`config.mk`:
```
export PLATFORM = sky130hd
export DESIGN_NAME = pulse_train_gen
export DESIGN_NICKNAME = d
export VERILOG_FILES = /design/src/rtl/pulse_train_gen_pkg.sv /design/src/rtl/pulse_train_gen_phase_counter.sv /design/src/rtl/pulse_train_gen.sv
export SDC_FILE = /design/constraint.sdc
export NUM_CORES = 1
export LEC_CHECK = 0
export CAP_MARGIN = 20
export CORE_ASPECT_RATIO = 0.9
export CORE_MARGIN = 4
export CORE_UTILIZATION = 50
export DETAILED_ROUTE_END_ITERATION = 8
export DONT_BUFFER_PORTS = 1
export HOLD_SLACK_MARGIN = 0.05
export PLACE_DENSITY = 0.75
export SYNTH_ARGS = -nofsm -noshare
export SYNTH_HDL_FRONTEND = slang
export SYNTH_SLANG_ARGS = --single-unit
```
`constraint.sdc`:
```
create_clock -name clk -period 2.65 [get_ports clk]
set_input_delay 0.3975 -clock clk [delete_from_list [all_inputs] [get_ports clk]]
set_output_delay 0.3975 -clock clk [all_outputs]
set_load 0.1 [all_outputs]
```
`src/rtl/pulse_train_gen_pkg.sv`:
```
// Shared types and default widths for the pulse train generator.
package pulse_gen_pkg;

  typedef enum logic [1:0] {
    IDLE = 2'd0,
    HIGH = 2'd1,
    LOW  = 2'd2
  } state_e;

  localparam int CNT_W_DEF = 16;
  localparam int NUM_W_DEF = 8;

endpackage

```
`src/rtl/pulse_train_gen_phase_counter.sv`:
```
// Loadable down-counter with a registered zero flag, shared by the HIGH and LOW phases.
module phase_counter #(
  parameter int CNT_W = 16
) (
  input  logic             clk,
  input  logic             reset,
  input  logic             load,
  input  logic [CNT_W-1:0] load_val,
  output logic             zero_o
);

  logic [CNT_W-1:0] count_q, count_d;
  logic             zero_q, zero_d;

  always_comb begin
    count_d = count_q;
    if (load) begin
      count_d = load_val;
    end else if (count_q != '0) begin
      count_d = count_q - CNT_W'(1);
    end
    // Flag tracks the value the counter holds next cycle, so it is ready in the phase's last cycle.
    zero_d = (count_d == '0);
  end

  always_ff @(posedge clk or posedge reset) begin
    if (reset) begin
      count_q <= '0;
      zero_q  <= 1'b1;
    end else begin
      count_q <= count_d;
      zero_q  <= zero_d;
    end
  end

  assign zero_o = zero_q;

endmodule

```
`src/rtl/pulse_train_gen.sv`:
```
// Programmable N-pulse rectangular waveform generator with start/busy/done handshake and abort.
// Handshake: start_i is accepted only in IDLE with stop_i low; busy_o covers the train; done_o pulses once on normal completion.
module pulse_train_gen
  import pulse_gen_pkg::*;
#(
  parameter int CNT_W = CNT_W_DEF,
  parameter int NUM_W = NUM_W_DEF
) (
  input  logic             clk,
  input  logic             reset,
  input  logic             start_i,
  input  logic             stop_i,
  input  logic [CNT_W-1:0] high_len_i,
  input  logic [CNT_W-1:0] low_len_i,
  input  logic [NUM_W-1:0] num_pulses_i,
  output logic             wave_o,
  output logic             rise_o,
  output logic             fall_o,
  output logic             busy_o,
  output logic             done_o
);

  state_e           state_q, state_d;
  logic [CNT_W-1:0] high_m1_q, high_m1_d;
  logic [CNT_W-1:0] low_m1_q, low_m1_d;
  logic [NUM_W-1:0] rem_q, rem_d;
  logic             wave_q, wave_d;
  logic             rise_q, rise_d;
  logic             fall_q, fall_d;
  logic             busy_q, busy_d;
  logic             done_q, done_d;
  logic             cnt_load;
  logic [CNT_W-1:0] cnt_load_val;
  logic             cnt_zero;
  logic             start_ok;

  assign start_ok = (state_q == IDLE) && start_i && !stop_i;

  phase_counter #(.CNT_W(CNT_W)) u_phase (
    .clk      (clk),
    .reset    (reset),
    .load     (cnt_load),
    .load_val (cnt_load_val),
    .zero_o   (cnt_zero)
  );

  always_ff @(posedge clk or posedge reset) begin
    if (reset) begin
      state_q   <= IDLE;
      high_m1_q <= '0;
      low_m1_q  <= '0;
      rem_q     <= '0;
      wave_q    <= 1'b0;
      rise_q    <= 1'b0;
      fall_q    <= 1'b0;
      busy_q    <= 1'b0;
      done_q    <= 1'b0;
    end else begin
      state_q   <= state_d;
      high_m1_q <= high_m1_d;
      low_m1_q  <= low_m1_d;
      rem_q     <= rem_d;
      wave_q    <= wave_d;
      rise_q    <= rise_d;
      fall_q    <= fall_d;
      busy_q    <= busy_d;
      done_q    <= done_d;
    end
  end

  // Lengths are stored as len-1 (zero widths clamp to one cycle); rem counts pulses still to start.
  always_comb begin
    state_d      = state_q;
    high_m1_d    = high_m1_q;
    low_m1_d     = low_m1_q;
    rem_d        = rem_q;
    cnt_load     = 1'b0;
    cnt_load_val = '0;
    case (state_q)
      IDLE: begin
        if (start_ok && (num_pulses_i != '0)) begin
          high_m1_d    = (high_len_i == '0) ? '0 : high_len_i - CNT_W'(1);
          low_m1_d     = (low_len_i == '0) ? '0 : low_len_i - CNT_W'(1);
          rem_d        = num_pulses_i - NUM_W'(1);
          cnt_load     = 1'b1;
          cnt_load_val = high_m1_d;
          state_d      = HIGH;
        end
      end
      HIGH: begin
        if (stop_i) begin
          state_d = IDLE;
        end else if (cnt_zero) begin
          if (rem_q == '0) begin
            state_d = IDLE;
          end else begin
            cnt_load     = 1'b1;
            cnt_load_val = low_m1_q;
            state_d      = LOW;
          end
        end
      end
      LOW: begin
        if (stop_i) begin
          state_d = IDLE;
        end else if (cnt_zero) begin
          cnt_load     = 1'b1;
          cnt_load_val = high_m1_q;
          rem_d        = rem_q - NUM_W'(1);
          state_d      = HIGH;
        end
      end
      default: state_d = IDLE;
    endcase
  end

  always_comb begin
    wave_d = (state_d == HIGH);
    rise_d = wave_d && !wave_q;
    fall_d = !wave_d && wave_q;
    busy_d = (state_d != IDLE);
    done_d = (start_ok && (num_pulses_i == '0)) ||
             ((state_q == HIGH) && !stop_i && cnt_zero && (rem_q == '0));
  end

  assign wave_o = wave_q;
  assign rise_o = rise_q;
  assign fall_o = fall_q;
  assign busy_o = busy_q;
  assign done_o = done_q;

endmodule
```
==> impl_metrics.toml, run 1 <==
[cells_and_area]
area_growth_pct = 19.31
fin_nets = 525
antennaDiodeCount = 0
design_area_sq_um = 4731
most-common-layout-cells = "63 x dfrtp_1, 52 x nand2_1, 41 x buf_4"
drive_above_1_share_pct = 19.33
fill_cells = 619
layout_commonest_cell = "dfrtp_1"

[min_path]
min_path_type = "input pin to flip-flop"

[floorplanning]
fp-row-count = 30
die_y_microns = 92.48
die_w_microns = 101.9
io_pins = 49
fp.dieArea_sq_um = 9421
core_sq_um = 7620
start_util_pct = 52.04

[synth]
yosysSeqAreaShare_pct = 40.42
synth.largest_area_cell = "dfrtp_1"
synth-seq-cells = 64
synthFlopType = "dfrtp_1"
synthCells = 440
synth_edf_count = 0
syn_nets = 489
ys_warn_count = 0
synth_top_area_share_pct = 39.76
async_flop_share_pct = 100.0
synth_cell_types = 71
avgSynthCellArea_sq_um = 9.011
synth_area_leaders = "dfrtp_1 40%, nand2_1 4.9%, o21ai_0 3.7%"
netlist_area_sq_um = 3965

[placed_design]
dp_hpwl_mm = 7.871
dpl_worst_slack_ns = -0.1525
gp_congestion = 0.9286
placed_area_sq_um = 4284
portBuffers = 0

[pwr]
p_switching_uw = 1026
pwr-share-comb_pct = 23.6
leakagePower_uw = 0.001989
pwr-share-seq_pct = 46.2
pwr-share-clk_pct = 30.2
ir_worst_vdd_mv = 0.3904
powerDensity_nw_per_um2 = 656.9
p_int_uw = 2082
swShare_pct = 33.01

[clock_tree]
root_buffer = "clkbuf_8"
cts_buffers = 9
clock_latency_ns = 0.34
cts_tree = "done"
cts.sinks = 64
clk_path_buf_depth = 2
htreeDepth = 3
cts.clk_slew.worst_paths_ns = 0.07

[detailed_routing]
num_vias = 3671
wl_per_cell_microns = 18.59
detail_route.first_pass.iterations = 6
first_iter_violations = 517
wirelength_mm = 10.73
drc = 0
avgViaCountPerCell = 6.362
ant_nets = 0

[global_routing]
antenna_found_initial = 0
grt_use_total_pct = 24.09
grt_pass1_vias = 3495
grt_max_degree = 65
grt_pass1_wl_mm = 17.93
grt_overflow = 0

[timing]
relSlewSlack_pct = 38.93
hold_viol = 0
skew_ns = 0.006385
fin_ws_ns = 0.07792
min_period_ns = 2.572
tightest_slew_ns = 0.9160
holdWs_ns = 0.1561
post-route-period-util_pct = 97.06
drv_slew = 0
setup_viol = 0
clock.fmax_mhz = 388.8

[critical_path]
slowest_delay_ns = 0.57
path_delay_family = "compound AO/OA/AOI/OAI gates"
cp-end-kind = "flip-flop"
worstSetupPathType = "flip-flop to flip-flop"
worst_setup_path_start_kind = "flip-flop"
crit_fanout = 7
crit_chain = "or4_4 -> o21a_2 -> buf_4 -> o311ai_1 -> o32ai_4 -> o2111ai_1 -> nor4_2 -> and4_1"
cp_num_buf_inv = 1
cp.required_ns = 2.92
crit_path_top_delay_cell = "or4_4"
arrival_ns = 2.84

[run]
maxCapViolations = 0

[run_status]
outcome = "finished, final reports clean"
power by group through the flow:
stage / Combinational, uW / Clock (uW) / Sequential [uW]
after global placement: 636 / 0 / 1430
after detailed placement: 648 / 0 / 1440
after floorplan: 465 / 0 / 1390
final: 733 / 937 / 1440
after global routing: 820 / 999 / 1460
after CTS: 666 / 958 / 1420
synthesized netlist by cell type (3+ instances only):
master and n:
dfrtp_1 63, nand2_1 52, nor2_1 33, o21ai_0 29, nor3_1 20, inv_1 16
a21oi_1 15, xnor2_1 15, clkbuf_1 12, nor4_1 12, xor2_1 12, a211oi_1 11
a21o_1 10, or4_1 8, a31oi_1 7, or3_1 7, a22o_1 5, a22oi_1 5
ha_1 5, nand3_1 5, nor2b_1 5, o211ai_1 5, o31ai_1 5, a221oi_1 4
mux2i_1 4, o21a_1 4, a222oi_1 3, and2_1 3, buf_2 3, nand3b_1 3
nor3b_1 3, o311ai_0 3, o32ai_1 3
sequential cells by signal, indices dropped and copies added, names as in the netlist:
signal           cells
high_m1_q           16
low_m1_q            16
u_phase.count_q     16
rem_q                8
state_q              2
busy_o               1
done_o               1
fall_o               1
rise_o               1
u_phase.zero_o       1
wave_o               1
final cells by class:
class / count / area [sq um] / area share (%)
Clock inverter: 5 / 80.08 / 1.693
Inverter: 16 / 60.06 / 1.270
Tap cell: 96 / 120.1 / 2.539
Clock buffer: 11 / 141.4 / 2.989
Sequential cell: 64 / 1603 / 33.88
Timing Repair Buffer: 43 / 337.8 / 7.141
Multi-Input combinational cell: 342 / 2389 / 50.49
metrics by stage:
step           utilization (%)  std cells  total power (uW)   TNS (ns)
4_1_cts                  59.56        568              3047          0
3_5_place_dp             56.22        551              2086    -0.1525
6_report                 62.09        577              3108          0
3_3_place_gp             56.22        551              2068  -0.002342
2_1_floorplan                -        440              1851          0
5_1_grt                  62.09        577              3283   -0.06853
cell families (layout without fill, tap and decap cells):
| logic type | count (synthesis) | in the layout | share of synthesized area (%) |
|---|---|---|---|
| AO/OA/AOI/OAI | 128 | 128 | 22.82 |
| XOR/XNOR | 27 | 27 | 5.964 |
| AND/OR/NAND/NOR | 177 | 177 | 24.49 |
| multiplexers | 5 | 5 | 1.294 |
| adder cells (fa/ha/maj) | 5 | 5 | 1.578 |
| buffers and inverters | 34 | 75 | 3.439 |
| flip-flops | 64 | 64 | 40.42 |
per-layer routing:
metal	GRT usage [%]	wire, microns
met5	0	0
met1	36.40	4767
met4	5.355	208
met3	5.271	896
met2	35.35	4856
worst paths after layout:
check / startpoint / endpoint / slack, ns / cells after the start
worst max-delay path: rem_q[3] / u_phase.zero_o / 0.08 / 8
worst min-delay path: low_len_i[0] / low_m1_q[0] / 0.16 / 1
worst max register to register: rem_q[3] / u_phase.zero_o / 0.08 / 8
worst min register to register: high_m1_q[8] / high_m1_q[8] / 0.48 / 2
max in group asynchronous: reset / u_phase.zero_o / 1.78 / 3
min in group asynchronous: reset / fall_o / 0.57 / 3
timing repair:
| item | CTS | global route |
|---|---|---|
| buffers inserted | 0 | 9 |
| pin swaps | 0 | 5 |
| setup endpoints to repair | 1 | 1 |
| hold endpoints to repair | 63 | 0 |
| resized for setup | 5 | 24 |
| hold buffers | 1 | 0 |
No activity file was read; power rests on OpenSTA's default activity.
==> inputs of run 2 (changes only) <==
--- a/config.mk
+++ b/config.mk
@@ -10,9 +10,8 @@
 export CORE_MARGIN = 4
 export CORE_UTILIZATION = 50
 export DETAILED_ROUTE_END_ITERATION = 8
-export DONT_BUFFER_PORTS = 1
 export HOLD_SLACK_MARGIN = 0.05
-export PLACE_DENSITY = 0.75
+export PLACE_DENSITY = 0.83
 export SYNTH_ARGS = -nofsm -noshare
 export SYNTH_HDL_FRONTEND = slang
 export SYNTH_SLANG_ARGS = --single-unit
==> constraint.sdc (replaced) <==
create_clock -name clk -period 2.65 [get_ports clk]
set_input_delay 0.6625 -clock clk [delete_from_list [all_inputs] [get_ports clk]]
set_output_delay 0.6625 -clock clk [all_outputs]
set_load 0.1 [all_outputs]
==> impl_metrics.toml, run 2 (synthesis gave the netlist of run 1 again) <==
[timing]
fin_ws_ns = -0.07099
clock.fmax_mhz = 367.5
setup_viol = 2
min_period_ns = 2.721
holdWs_ns = 0.4583
post-route-period-util_pct = 102.7
relSlewSlack_pct = 54.47
drv_slew = 0
skew_ns = 0.01344
hold_viol = 0
setup_tns_ns = -0.1153
tightest_slew_ns = 0.6820
rsz0062_at_grt = "true"

[global_routing]
grt_pass1_vias = 4184
grt_max_degree = 31
antenna_found_initial = 0
grt_pass1_wl_mm = 20.81
grt_overflow = 0
grt_use_total_pct = 28.35

[critical_path]
worst_setup_path_start_kind = "input pin"
crit_path_top_delay_cell = "or4_4"
slowest_delay_ns = 0.56
crit_fanout = 6
r2r_cells = 7
path_delay_family = "simple AND/OR/NAND/NOR gates"
r2r-start = "rem_q[2]"
worstSetupPathType = "input pin to flip-flop"
cp.required_ns = 2.89
crit_chain = "clkdlybuf4s15_1 -> or4_4 -> nor4_4 -> buf_4 -> nor2_4 -> a222oi_1 -> mux2i_2 -> buf_4 -> buf_4 -> buf_4"
arrival_ns = 2.96
cp-end-kind = "flip-flop"
r2r-end = "u_phase.zero_o"
crit_top_cell = "buf_4"
cp_num_buf_inv = 5
r2r_slack_ns = 0.08

[placed_design]
dp_hpwl_mm = 9.711
placed_area_sq_um = 5379
placed_cells_incl_taps = 672
dpl_worst_slack_ns = -0.7151
gp_congestion = 0.9372
portBuffers = 48

[clock_tree]
htreeDepth = 3
clock_latency_ns = 0.34
cts_buffers = 9
cts.sinks = 64
root_buffer = "clkbuf_8"
clk_path_buf_depth = 2
cts.clk_slew.worst_paths_ns = 0.07
cts_hold_buffers = 0
cts_tree = "done"

[floorplanning]
fp.dieArea_sq_um = 9421
fp-row-count = 30
start_util_pct = 52.04
die_w_microns = 101.9
io_pins = 49
die_y_microns = 92.48
core_sq_um = 7620

[pwr]
powerDensity_nw_per_um2 = 592.5
ir_worst_vdd_mv = 0.2674
leakagePower_uw = 0.002681

[cells_and_area]
drive_above_1_share_pct = 34.27
design_area_sq_um = 6006
final-instance-count-excl-fill = 703
reg_top3 = "high_m1_q x16, low_m1_q x16, u_phase.count_q x16"
fin_nets = 651
layout_commonest_cell = "buf_4"
area_growth_pct = 51.47
most-common-layout-cells = "118 x buf_4, 63 x dfrtp_1, 50 x nand2_1"
antennaDiodeCount = 0

[min_path]
min_path_type = "flip-flop to flip-flop"
min_from = "wave_o"
holdPathStages = 1
whs_endpoint = "rise_o"

[detailed_routing]
first_iter_violations = 512
wl_per_cell_microns = 19.28
detail_route.first_pass.iterations = 6
drc = 0
avgViaCountPerCell = 6.199
num_vias = 4358
wirelength_mm = 13.55
ant_nets = 0

[run_status]
outcome = "finished, violations left"
violations = "setup timing"

[run]
maxCapViolations = 0
-- run 2: cell types whose count changed in the layout (fill, tap and decap cells not counted), moves of 4 or more --
cell / before / now
buf_4: 41 / 118
clkdlybuf4s50_1: 0 / 20
dlygate4sd2_1: 0 / 12
buf_12: 1 / 5
dlymetal6s2s_1: 0 / 4
-- run 2: what timing repair did --
item                                   CTS  global route
gates cloned                             1             0
endpoints found under the hold margin    0             0
pin swaps                               21            20
resized for setup                       51            39
setup buffers                            9             5
setup endpoints to repair               19            13
-- run 2: per-stage QoR --
step / power [uW] / utilization, %
floorplan: 1858 / -
global placement: 2319 / 70.59
detailed placement: 2361 / 70.59
CTS: 3462 / 76.70
finish: 3558 / 78.82
global route: 3715 / 78.82
-- run 2: final cells by class --
type                            count  area [sq um]
Tap cell                           96         120.1
Timing Repair Buffer              168          1420
Clock buffer                       11         151.4
Multi-Input combinational cell    343          2541
Inverter                           16         67.56
Clock inverter                      5         102.6
Fill cell                         468          1614
Sequential cell                    64          1603
-- run 2: how the worst max path moves through the flow --
stage	from	end	slack [ns]	depth (start not counted)
floorplan	low_len_i[4]	low_m1_q[10]	-0.03	7
global placement	high_len_i[1]	u_phase.zero_o	-0.65	11
detailed placement	high_len_i[1]	u_phase.zero_o	-0.72	11
CTS	low_len_i[4]	low_m1_q[4]	-0.00005	9
global route	high_len_i[1]	u_phase.zero_o	-0.08	11
finish	high_len_i[10]	u_phase.count_q[10]	-0.07	10
-- run 2: metal layers --
metal | up-vias | share of wire (%) | wire length [microns] | global-route usage, %
met1 | 2099 | 41 | 5588 | 38.85
met2 | 221 | 49 | 6580 | 46.08
li1 | 1994 | - | - | -
met3 | 44 | 7.1 | 959 | 3.765
met5 | - | 0 | 0 | 0
met4 | 0 | 3.1 | 423 | 9.945
-- run 2: worst register-to-register path: stages (launching register included) --
cell and delay (ns):
dfrtp_1 0.40, or4_1 0.62, o21ai_2 0.26, nand3_4 0.16, o32ai_2 0.38, o2111ai_2 0.18, nor4_1 0.29, and4_1 0.22
-- run 2: report_power, final --
group	switching (uW)	leakage [uW]	internal, uW
registers	192	0.000781	1190
clock network	388	0.000126	675
logic	580	0.00177	535
